## src/rtl/types_pkg.sv

```systemverilog
`default_nettype none
// ============================================================================
// Module      : types_pkg
// Description : Shared widths, controller state encoding and hazard helper
//               for the pipeline controller.
// Revision    : 1.0 - initial release
// ============================================================================
package types_pkg;

    localparam int ADDRESS_WIDTH = 5;

    typedef enum logic [1:0] {
        RUN      = 2'd0,
        MEM_WAIT = 2'd1,
        FAULT    = 2'd2
    } CTRL_STATE;

    // x0 is hard-wired to zero, so a load targeting it can never hazard.
    function automatic logic loadUseHazard(
        input logic                     resultSrcE,
        input logic [ADDRESS_WIDTH-1:0] rdE,
        input logic [ADDRESS_WIDTH-1:0] rs1D,
        input logic [ADDRESS_WIDTH-1:0] rs2D
    );
        return resultSrcE && (rdE != '0) && ((rdE == rs1D) || (rdE == rs2D));
    endfunction

endpackage
`default_nettype wire

```

## src/rtl/sat_counter16.sv

```systemverilog
`default_nettype none
// ============================================================================
// Module      : sat_counter16
// Description : 16-bit event counter that sticks at all-ones.
// Revision    : 1.0 - initial release
// ============================================================================
module sat_counter16 (
    input  logic        clk,
    input  logic        rst_n,
    input  logic        inc,
    output logic [15:0] count
);

    always_ff @(posedge clk or negedge rst_n) begin
        if (!rst_n) begin
            count <= 16'h0000;
        end else if (inc && (count != 16'hFFFF)) begin
            count <= count + 16'h0001;
        end
    end

endmodule
`default_nettype wire

```

## src/rtl/pipeline_control.sv

```systemverilog
`default_nettype none
// ============================================================================
// Module      : pipeline_control
// Description : Stall/flush controller for a 5-stage pipeline with memory
//               wait tracking, timeout fault and saturating statistics.
// Revision    : 1.0 - initial release
// ============================================================================
module pipeline_control
    import types_pkg::*;
#(
    parameter int unsigned WAIT_LIMIT = 255
) (
    input  logic                     clk,
    input  logic                     rst_n,
    input  logic [ADDRESS_WIDTH-1:0] Rs1D_i,
    input  logic [ADDRESS_WIDTH-1:0] Rs2D_i,
    input  logic [ADDRESS_WIDTH-1:0] RdE_i,
    input  logic                     ResultSrcE_i,
    input  logic                     PCSrcE_i,
    input  logic                     MemReqM_i,
    input  logic                     MemReadyM_i,
    output logic                     StallF_o,
    output logic                     StallD_o,
    output logic                     StallE_o,
    output logic                     StallM_o,
    output logic                     FlushD_o,
    output logic                     FlushE_o,
    output logic                     FlushW_o,
    output logic [1:0]               State_o,
    output logic                     Fault_o,
    output logic [15:0]              StallCnt_o,
    output logic [15:0]              FlushCnt_o
);

    localparam logic [8:0] c_WAIT_LIMIT = 9'(WAIT_LIMIT);

    CTRL_STATE  r_state;
    CTRL_STATE  w_nextState;
    logic [7:0] r_waitCnt;
    logic [7:0] w_nextWaitCnt;
    logic [8:0] w_waitCntInc;
    logic       w_memStall;
    logic       w_hazard;
    logic       w_stallAll;
    logic       w_stallFD;
    logic       w_flushD;
    logic       w_flushE;
    logic       w_branchEvt;

    assign w_memStall   = MemReqM_i && !MemReadyM_i;
    assign w_hazard     = loadUseHazard(ResultSrcE_i, RdE_i, Rs1D_i, Rs2D_i);
    assign w_waitCntInc = {1'b0, r_waitCnt} + 9'd1;

    always_ff @(posedge clk or negedge rst_n) begin
        if (!rst_n) begin
            r_state   <= RUN;
            r_waitCnt <= 8'd0;
        end else begin
            r_state   <= w_nextState;
            r_waitCnt <= w_nextWaitCnt;
        end
    end

    always_comb begin
        w_nextState   = r_state;
        w_nextWaitCnt = r_waitCnt;
        w_stallAll    = 1'b0;
        w_stallFD     = 1'b0;
        w_flushD      = 1'b0;
        w_flushE      = 1'b0;
        w_branchEvt   = 1'b0;
        case (r_state)
            RUN: begin
                if (w_memStall) begin
                    w_stallAll    = 1'b1;
                    w_nextState   = MEM_WAIT;
                    w_nextWaitCnt = 8'd1;
                end else if (PCSrcE_i) begin
                    w_flushD    = 1'b1;
                    w_flushE    = 1'b1;
                    w_branchEvt = 1'b1;
                end else if (w_hazard) begin
                    w_stallFD = 1'b1;
                    w_flushE  = 1'b1;
                end
            end
            MEM_WAIT: begin
                // Ready only counts while the Memory stage is actually requesting.
                if (MemReqM_i && MemReadyM_i) begin
                    w_nextState   = RUN;
                    w_nextWaitCnt = 8'd0;
                end else begin
                    w_stallAll = 1'b1;
                    if (w_waitCntInc >= c_WAIT_LIMIT) begin
                        w_nextState = FAULT;
                    end else begin
                        w_nextWaitCnt = w_waitCntInc[7:0];
                    end
                end
            end
            FAULT: begin
                w_stallAll = 1'b1;
            end
            default: begin
                w_nextState   = RUN;
                w_nextWaitCnt = 8'd0;
            end
        endcase
    end

    // Outputs are gated by rst_n so inputs cannot leak through while in reset.
    assign StallF_o = rst_n && (w_stallAll || w_stallFD);
    assign StallD_o = rst_n && (w_stallAll || w_stallFD);
    assign StallE_o = rst_n && w_stallAll;
    assign StallM_o = rst_n && w_stallAll;
    assign FlushD_o = rst_n && w_flushD;
    assign FlushE_o = rst_n && w_flushE;
    assign FlushW_o = rst_n && w_stallAll;
    assign State_o  = r_state;
    assign Fault_o  = (r_state == FAULT);

    sat_counter16 u_stallCnt (
        .clk   (clk),
        .rst_n (rst_n),
        .inc   (StallF_o),
        .count (StallCnt_o)
    );

    sat_counter16 u_flushCnt (
        .clk   (clk),
        .rst_n (rst_n),
        .inc   (rst_n && w_branchEvt),
        .count (FlushCnt_o)
    );

endmodule
`default_nettype wire

```

## config.mk

```make
export PLATFORM = sky130hd
export DESIGN_NAME = pipeline_control
export DESIGN_NICKNAME = d
export VERILOG_FILES = /design/src/rtl/types_pkg.sv /design/src/rtl/sat_counter16.sv /design/src/rtl/pipeline_control.sv
export SDC_FILE = /design/constraint.sdc
export NUM_CORES = 1
export LEC_CHECK = 0
export CAP_MARGIN = 20
export CORE_MARGIN = 5
export CORE_UTILIZATION = 47
export CTS_CLUSTER_SIZE = 40
export DETAILED_ROUTE_END_ITERATION = 8
export GPL_ROUTABILITY_DRIVEN = 0
export HOLD_SLACK_MARGIN = 0.05
export PLACE_DENSITY = 0.78
export REMOVE_ABC_BUFFERS = 1
export SYNTH_ARGS = -nofsm -noshare
export SYNTH_HDL_FRONTEND = slang
export SYNTH_SLANG_ARGS = --single-unit
```

## constraint.sdc

```tcl
create_clock -name clk -period 5.76 [get_ports clk]
set_input_delay 1.728 -clock clk [delete_from_list [all_inputs] [get_ports clk]]
set_output_delay 1.728 -clock clk [all_outputs]
set_load 0.1 [all_outputs]
```

# After elaboration in Yosys (flattened, before gate mapping)
# Cells that the tools add are included.
[classes] add_sub_neg=3 multipliers=0 div_mod_pow=0 n_lt_le_gt_ge=1 eq_ne=9 shift=0 muxes=21 bitwise=1 reduce_logical=17
[ops] cell="adder 16 x 1 -> 16 bit (second input constant)" count=2
[ops] cell="!= test 16 bit (second input constant)" count=2
[ops] cell="two-way mux 8 bit" count=3
[ops] cell="case mux 8 bit (3 select lines)" count=1
[ops] cell="two-way mux 1 bit" count=12
[ops] cell="== test 5 bit" count=2
[ops] cell="logical AND 1 bit" count=10
[ops] cell="adder 8 x 1 -> 9 bit (second input constant)" count=1
[ops] cell=">= comparator 9 x 8 -> 1 bit (second input constant)" count=1
[ops] cell="two-way mux 2 bit" count=3
[ops] cell="!= test 3 bit (second input constant)" count=2
[ops] cell="case mux 2 bit (3 select lines)" count=1
[ops] cell="AND reduction 3 bit" count=2
[ops] cell="nonzero test 5 bit" count=1
[ops] cell="case mux 1 bit (3 select lines)" count=1
[ops] cell="== test 2 x 1 -> 1 bit (second input constant)" count=1
[ops] cell="== test 2 bit (second input constant)" count=1
[ops] cell="logical NOT 2 bit" count=1
[ops] cell="logical OR 1 bit" count=2
[ops] cell="!= test 2 bit (second input constant)" count=1
[ops] cell="logical NOT 1 bit" count=1
[ops] cell="inverter 1 bit" count=1
[word_totals] register_bits=42 latchBits=0 mem_bits_rw=0 romBits=0 inputBits=21 out_inout_bits=42 wordCells=56 memories=0

# Depth between registers and ports, before layout
# Gate-level depths: netlist of the first run.
[depth] depth_word=10 mapped_depth=9 mapped_depth_nobuf=8

# Modules after synthesis
# Synthesis of the first run repeated with hierarchy kept, for this count alone.
[hier_totals] hier_cells=254 area_unflattened_um2=2631.3
[by_module_without_submodules] mod="sat_counter16" n_inst=2 cells_per_inst=72 area_per_inst_um2=859.6 seq_area_each_um2=400.4
[by_module_without_submodules] mod="pipeline_control" n_inst=1 cells_per_inst=110 area_per_inst_um2=912.1 seq_area_each_um2=250.2

# Least setup slack after synthesis of the first run
# No wires, ideal clock.
[synth_path] path_type="input port to output port" from="in RdE_i[2]" to="out StallF_o" t_arrival_ns=3.557 t_required_ns=4.032 slack_ns=0.475 cell_stages=6 path_cell_list="xor2_1 -> nor3_1 -> a22oi_1 -> o31ai_2 -> buf_2 -> buf_4"
[synth_via] elab_chain_len=9 word_cells_on_any_way=12
[synth_rtl] item="from (decl)" line="pipeline_control.sv:17" source="input logic [ADDRESS_WIDTH-1:0] RdE_i,"
[synth_rtl] item="== test 5 bit or nonzero test 5 bit (tied branches)" line="types_pkg.sv:25" source="return resultSrcE && (rdE != '0) && ((rdE == rs1D) || (rdE == rs2D));"
[synth_rtl] item="logical OR 1 bit or logical AND 1 bit (tied branches)" line="types_pkg.sv:25"
[synth_rtl] item="logical AND 1 bit (*)" line="types_pkg.sv:25"
[synth_rtl] item="two-way mux 1 bit (*)" line="pipeline_control.sv:82" source="end else if (w_hazard) begin"
[synth_rtl] item="two-way mux 1 bit (*)" line="pipeline_control.sv:78" source="end else if (PCSrcE_i) begin"
[synth_rtl] item="two-way mux 1 bit (*)" line="pipeline_control.sv:74" source="if (w_memStall) begin"
[synth_rtl] item="two-way mux 1 bit (*)" line="pipeline_control.sv:72" source="case (r_state)"
[synth_rtl] item="logical OR 1 bit (*)"
[synth_rtl] item="logical AND 1 bit (*)"
[synth_rtl] item="to (decl)" line="pipeline_control.sv:22" source="output logic StallF_o,"
# Mark *: on every way between the ends. The rest lies on a longest branch, timed or not.

# Worst setup path after layout of the first run
[layout_path] from="in RdE_i[2]" to="out StallD_o"
[layout_via] elab_chain_len=9 word_cells_on_any_way=12
[layout_rtl] item="== test 5 bit or nonzero test 5 bit (tied branches)" line="types_pkg.sv:25"
[layout_rtl] item="logical OR 1 bit or logical AND 1 bit (tied branches)" line="types_pkg.sv:25"
[layout_rtl] item="logical AND 1 bit (*)" line="types_pkg.sv:25"
[layout_rtl] item="two-way mux 1 bit (*)" line="pipeline_control.sv:82"
[layout_rtl] item="two-way mux 1 bit (*)" line="pipeline_control.sv:78"
[layout_rtl] item="two-way mux 1 bit (*)" line="pipeline_control.sv:74"
[layout_rtl] item="two-way mux 1 bit (*)" line="pipeline_control.sv:72"
[layout_rtl] item="logical OR 1 bit (*)" line="pipeline_control.sv:113" source="assign StallD_o = rst_n && (w_stallAll || w_stallFD);"
[layout_rtl] item="logical AND 1 bit (*)" line="pipeline_control.sv:113"
[layout_rtl] item="to (decl)" line="pipeline_control.sv:23" source="output logic StallD_o,"
# Marks and branches as above.

==> results of run 1 <==
final cells by class:
class	count	share of cell area [%]
inverter	7	0.830
timing repair buffer	64	20.9
clock buffer	6	2.29
multi-input combinational	189	38.9
tap	67	2.65
clock inverter	2	1.19
sequential	42	33.2
worst max-delay path, delay by kind of cell:
| family | cells | cell delay (ns) |
|---|---|---|
| compound gates | 2 | 0.74 |
| buf+inv | 2 | 0.73 |
| xor+xnor | 1 | 0.19 |
| simple gates | 1 | 0.19 |
power by group through the flow:
stage,combinational (mW),sequential (mW),clock (mW)
global route,0.550,0.416,0.250
CTS,0.527,0.404,0.238
finish,0.523,0.404,0.233
floorplan,0.131,0.658,0
detailed placement,0.524,0.409,0
global placement,0.518,0.408,0
cells in the final DEF, fill, tap and decap left out, drive strengths merged, types with 3 or more instances in the layout:
cell	count
o21ai	7
and2	5
nand2b	3
a21oi	9
ha	4
clkdlybuf4s50	54
and4	5
buf	10
nor2b	3
nor2	23
xor2	15
nand4	8
nand2	20
nor3	5
clkbuf	6
xnor2	24
inv	7
a31oi	3
dfrtp	42
and3	9
nand3	22
logic make-up after synthesis:
group / Yosys count / synth area share (%)
fa+ha+maj: 4 / 2.12
simple gates: 109 / 24.1
xor+xnor: 39 / 14.4
flops: 42 / 44.4
mux: 4 / 1.80
compound gates: 33 / 9.62
buf+inv: 16 / 3.49
state kept, by name (all words and copies together), names as in the netlist:
signal            count
r_waitCnt             8
u_stallCnt.count     16
State_o               2
u_flushCnt.count     16
synth_stat cells, types with 2 or more instances:
master	number	area, sq um
dfrtp_1	42	1050
xnor2_1	24	210
nor2_1	23	86.3
nand3_1	22	110
nand2_1	20	75.1
xor2_1	15	131
a21oi_1	9	45.0
and3_1	8	50.1
nand4_1	8	50.1
inv_1	7	26.3
o21ai_0	7	35.0
nor3_1	5	25.0
ha_1	4	50.1
a31oi_1	3	18.8
and2_1	3	18.8
buf_4	3	22.5
nand2b_1	3	18.8
nor2b_1	3	18.8
a21o_1	2	15.0
and4_1	2	17.5
and4_2	2	20.0
buf_2	2	10.0
clkbuf_1	2	7.51
mux2_2	2	22.5
mux2i_1	2	20.0
nand4b_1	2	17.5
o2bb2ai_1	2	17.5
metal layers:
| layer | vias up | wire (um) | GRT usage (%) |
|---|---|---|---|
| li1 | 983 | - | - |
| met1 | 973 | 2500 | 24.8 |
| met2 | 68 | 2670 | 30.5 |
| met3 | 8 | 255 | 3.77 |
| met4 | 0 | 78 | 6.08 |
| met5 | - | 0 | 0 |
worst max path at each step:
stage / end / slack [ns] / from / cells past startpoint
after floorplan: StallD_o / -1.24 / RdE_i[2] / 4
after global placement: StallD_o / 0.48 / RdE_i[2] / 6
after detailed placement: StallD_o / 0.48 / RdE_i[2] / 6
after CTS: StallD_o / 0.47 / RdE_i[2] / 6
after global routing: StallD_o / 0.37 / RdE_i[2] / 6
final: StallD_o / 0.45 / RdE_i[2] / 6
==> metrics.cfg, run 1 <==
[sta]
fin_setup_tns_ns=0
rsz0062_at_grt=no
fmax_mhz=188
finalWorstSetupSlack_ns=0.452
tightestPinTransition_ns=0.977
drv_slew=0
fin_skew_ns=0.00507
finalHoldViolations=0
maxSlewHeadroom_pct=34.7
period_share_pct=92.2
finalCriticalPeriod_ns=5.31
whs_ns=0.494
setup_viol=0

[global_routing]
grt_max_degree=45
first_global_vias=2089
grt.overflow.total=0
track_usage_pct=18.7
antenna_found_initial=0
grt_first_pass_wirelength_um=9760

[clock_tree]
cts.sinks=42
clk_path_buf_depth=2
post-cts-setup-buffers=0
clkTransAtPathRegs_ns=0.08
ctsResizeCount=0
clk_latency_ns=0.29
cts-root-buf=clkbuf_8
holdBufCountCts=0
cts_tree=yes
cts_max_level=2
cts_buffers=5

[place]
place_ws_ns=0.477
dp.cells=369
post_dp_cell_area_sq_um=3060
hpwlAfterDp_um=4090
portBuffers=62

[power_and_ir_drop]
clockPowerShare_pct=20.1
cellInternalPower_mw=0.613
power_mw=1.16
p_sw_share_pct=47.1
power.share.sequential_pct=34.9
ir_worst_vdd_mv=0.390
pwr-share-comb_pct=45.1
power_switching_mw=0.547
p_per_area_nw_per_um2=366
p_leak_nw=1.35

[routing]
viasPerCell=5.39
vias=2032
wire_per_inst_um=14.6
drc=0
dr.pass1.iters=4
totalWireLength_um=5510
ant_nets=0
drt_iter0_drc=131

[hold_path]
hp-start=u_flushCnt.count[9]
hold_class=reg -> reg
whs_endpoint=u_flushCnt.count[9]
whs_path_depth=1

[worst_setup_path]
r2r_slack_ns=3.27
worst_r2r_endpoint=u_stallCnt.count[1]
path_max_fanout=3
reg2regPathDepth=6
startpoint_type=input pin
slowest_stage=o31ai_2
path_cells=clkdlybuf4s50_1 > xor2_1 > nor3_1 > a22oi_1 > o31ai_2 > buf_12
cpPeakStageDelay_ns=0.59
r2r-start=u_stallCnt.count[0]
crit_required_ns=4.03
critical_path_class=in -> out
cp-end-kind=output port
crit_arrival_ns=3.58

[cells_and_area]
nets=334
drive_gt1_share_pct=9.03
antenna_cells=0
seq_area_sq_um=1050
area_delta_synth_final_pct=33.8
fin_util_pct=65.7
final_cells=377
fin_area_sq_um=3170
multiInputGateArea_sq_um=1230
fill_cells=399

[synthesis]
synth_seq_area_share_pct=44.4
synth_area_sq_um=2370
synth_cell_types=47
async_reset_ff_share_pct=100
ys.flop_type=dfrtp_1
syn_area_per_cell_sq_um=9.58
synth_warnings=0
synth_edf_count=0
ys_ff_latch=42
synthCells=247

[floorplanning]
die-area_sq_um=6550
pin_count=63
die_x_um=81.0
placementRows=25
die_y_um=81.0
initial_core_util_pct=49.1
core_region_area_sq_um=4820

[job]
max_cap_violations=0

[outcome]
outcome=finished clean

(Power assumes the default switching activity.)
==> run 2, diff against run 1 <==
--- a/config.mk
+++ b/config.mk
@@ -6,13 +6,12 @@
 export NUM_CORES = 1
 export LEC_CHECK = 0
 export CAP_MARGIN = 20
-export CORE_MARGIN = 5
-export CORE_UTILIZATION = 47
+export CORE_UTILIZATION = 44
 export CTS_CLUSTER_SIZE = 40
 export DETAILED_ROUTE_END_ITERATION = 8
 export GPL_ROUTABILITY_DRIVEN = 0
 export HOLD_SLACK_MARGIN = 0.05
-export PLACE_DENSITY = 0.78
+export PLACE_DENSITY = 0.77
 export REMOVE_ABC_BUFFERS = 1
 export SYNTH_ARGS = -nofsm -noshare
 export SYNTH_HDL_FRONTEND = slang
==> constraint.sdc (replaced) <==
create_clock -name clk -period 4.35 [get_ports clk]
set_input_delay 1.305 -clock clk [delete_from_list [all_inputs] [get_ports clk]]
set_output_delay 1.305 -clock clk [all_outputs]
set_load 0.1 [all_outputs]
==> run 2 against run 1 <==
Net effect:
- count of clock-buffer cells in the layout fell by 1
- die area shrank 13%
- routed wire length down 2.9%
- largest cell class unchanged
- largest power group unchanged
==> metrics.cfg, run 2 (synthesis results as in run 1) <==
[clock_tree]
ctsResizeCount=0  ; unchanged
holdBufCountCts=0  ; unchanged
cts_tree=yes
clk_path_buf_depth=2  ; unchanged
clk_latency_ns=0.30  ; about the same
cts_max_level=2  ; unchanged
post-cts-setup-buffers=0  ; unchanged
cts-root-buf=clkbuf_8
cts.sinks=42  ; unchanged
clkTransAtPathRegs_ns=0.09  ; about the same
cts_buffers=5  ; unchanged

[routing]
dr.pass1.iters=4  ; unchanged
wl_met2_um=2650  ; -1.1%
wl_met3_um=288  ; +13%
m1WireLength_um=2360  ; -5.8%
drc=0  ; unchanged
ant_nets=0  ; unchanged
vias=2020  ; -0.59%
viasPerCell=5.29  ; -1.9%
wire_per_inst_um=14.0  ; -4.2%
totalWireLength_um=5350  ; -2.9%
drt_iter0_drc=125  ; -4.6%
highest_layer=met4

[worst_setup_path]
cp-end-kind=output port
critical_path_class=in -> out
crit_required_ns=3.04  ; -0.99 ns
crit_arrival_ns=2.94  ; -0.64 ns
startpoint_type=input pin
path_max_fanout=3  ; unchanged

[cells_and_area]
fin_util_pct=62.9  ; -2.8 points
layout_common_cells=53 x clkdlybuf4s50_1, 42 x dfrtp_1, 24 x xnor2_1
antenna_cells=0  ; unchanged
area_delta_synth_final_pct=36.6
drive_gt1_share_pct=10.9  ; +1.9 points
layout_commonest_cell=clkdlybuf4s50_1
fill_cells=459  ; +15%
nets=336  ; +0.60%
largest_registers=u_flushCnt.count (16), u_stallCnt.count (16), r_waitCnt (8)

[hold_path]
hold_class=reg -> reg

[floorplanning]
placementRows=26  ; +4.0%
core_region_area_sq_um=5140  ; +6.7%
initial_core_util_pct=46.0  ; -3.1 points
die-area_sq_um=5670  ; -13%
die_x_um=75.3  ; -6.9%
die_y_um=75.3  ; -6.9%
pin_count=63  ; unchanged

[outcome]
outcome=finished clean

[sta]
rsz0062_at_grt=no
finalCriticalPeriod_ns=4.25
fin_skew_ns=0.00800  ; +0.00293 ns
finalHoldViolations=0  ; unchanged
drv_slew=0  ; unchanged
fin_setup_tns_ns=0  ; unchanged
fmax_mhz=236
maxSlewHeadroom_pct=34.2  ; -0.45 points
period_share_pct=97.6
finalWorstSetupSlack_ns=0.105  ; -0.347 ns
tightestPinTransition_ns=0.983  ; +0.00668 ns
setup_viol=0  ; unchanged

[global_routing]
first_global_vias=1870  ; -10%
track_usage_pct=19.9  ; +1.2 points
grt_first_pass_wirelength_um=8560  ; -12%
grt_max_degree=43  ; -4.4%
antenna_found_initial=0  ; unchanged
grt.overflow.total=0  ; unchanged

[power_and_ir_drop]
p_per_area_nw_per_um2=481  ; +31%
ir_worst_vdd_mv=0.511  ; +31%
p_leak_nw=1.38  ; +2.4%
power_mw=1.55  ; +34%

[place]
portBuffers=62  ; unchanged
place_ws_ns=0.0152  ; -0.461 ns
hpwlAfterDp_um=3910  ; -4.6%

[job]
max_cap_violations=0  ; unchanged

[run 2: cell types whose count changed in the layout (fill, tap and decap cells not counted)]
cell and delta:
o21ai_0 -1, buf_12 +3, nor3_1 -2, o21ai_1 +1, clkinvlp_4 -1, clkinv_2 +1
nor3_2 +2, clkdlybuf4s50_1 -1, clkbuf_1 -1, inv_6 +1
[run 2: area by class of cell]
class                      instances  area [sq um]  area share (%)
clock buffer                       5          68.8            2.13
clock inverter                     3          43.8            1.35
inverter                           7          26.3           0.813
multi-input combinational        189          1240            38.4
sequential                        42          1050            32.5
tap                               70          87.6            2.71
timing repair buffer              66           713            22.1
[run 2: power by group]
group          switching (mW)  internal, mW
clock network           0.144         0.172
registers              0.0839         0.451
logic                   0.506         0.198
[run 2: worst paths after layout]
kind / from / endpoint / slack (ns) / cells after the start
max: RdE_i[2] / StallF_o / 0.10 / 6
min: u_stallCnt.count[9] / u_stallCnt.count[9] / 0.50 / 1
max reg2reg: u_stallCnt.count[0] / u_stallCnt.count[1] / 1.99 / 6
min reg2reg: u_stallCnt.count[9] / u_stallCnt.count[9] / 0.50 / 1
max in group asynchronous: rst_n / u_flushCnt.count[13] / 2.85 / 2
min in group asynchronous: rst_n / u_stallCnt.count[2] / 1.14 / 2
[run 2: critical path, stage by stage]
cell and delay [ns]:
clkdlybuf4s50_1 0.48, or4_1 0.53, o21ai_1 0.19, o31ai_2 0.10, buf_4 0.16, buf_12 0.16
[run 2: routing by layer]
metal  GRT usage, %  up-vias
li1               -      989
met1           25.9      975
met2           33.1       49
met3           4.10        7
met4           7.41        0
met5              0        -
[run 2: per-stage QoR]
stage	area [sq um]	hold slack (ns)	std cells
floorplan	2310	0.493	238
global placement	3110	0.475	374
detailed placement	3110	0.482	374
CTS	3220	0.499	382
global route	3230	0.516	382
finish	3230	0.497	382
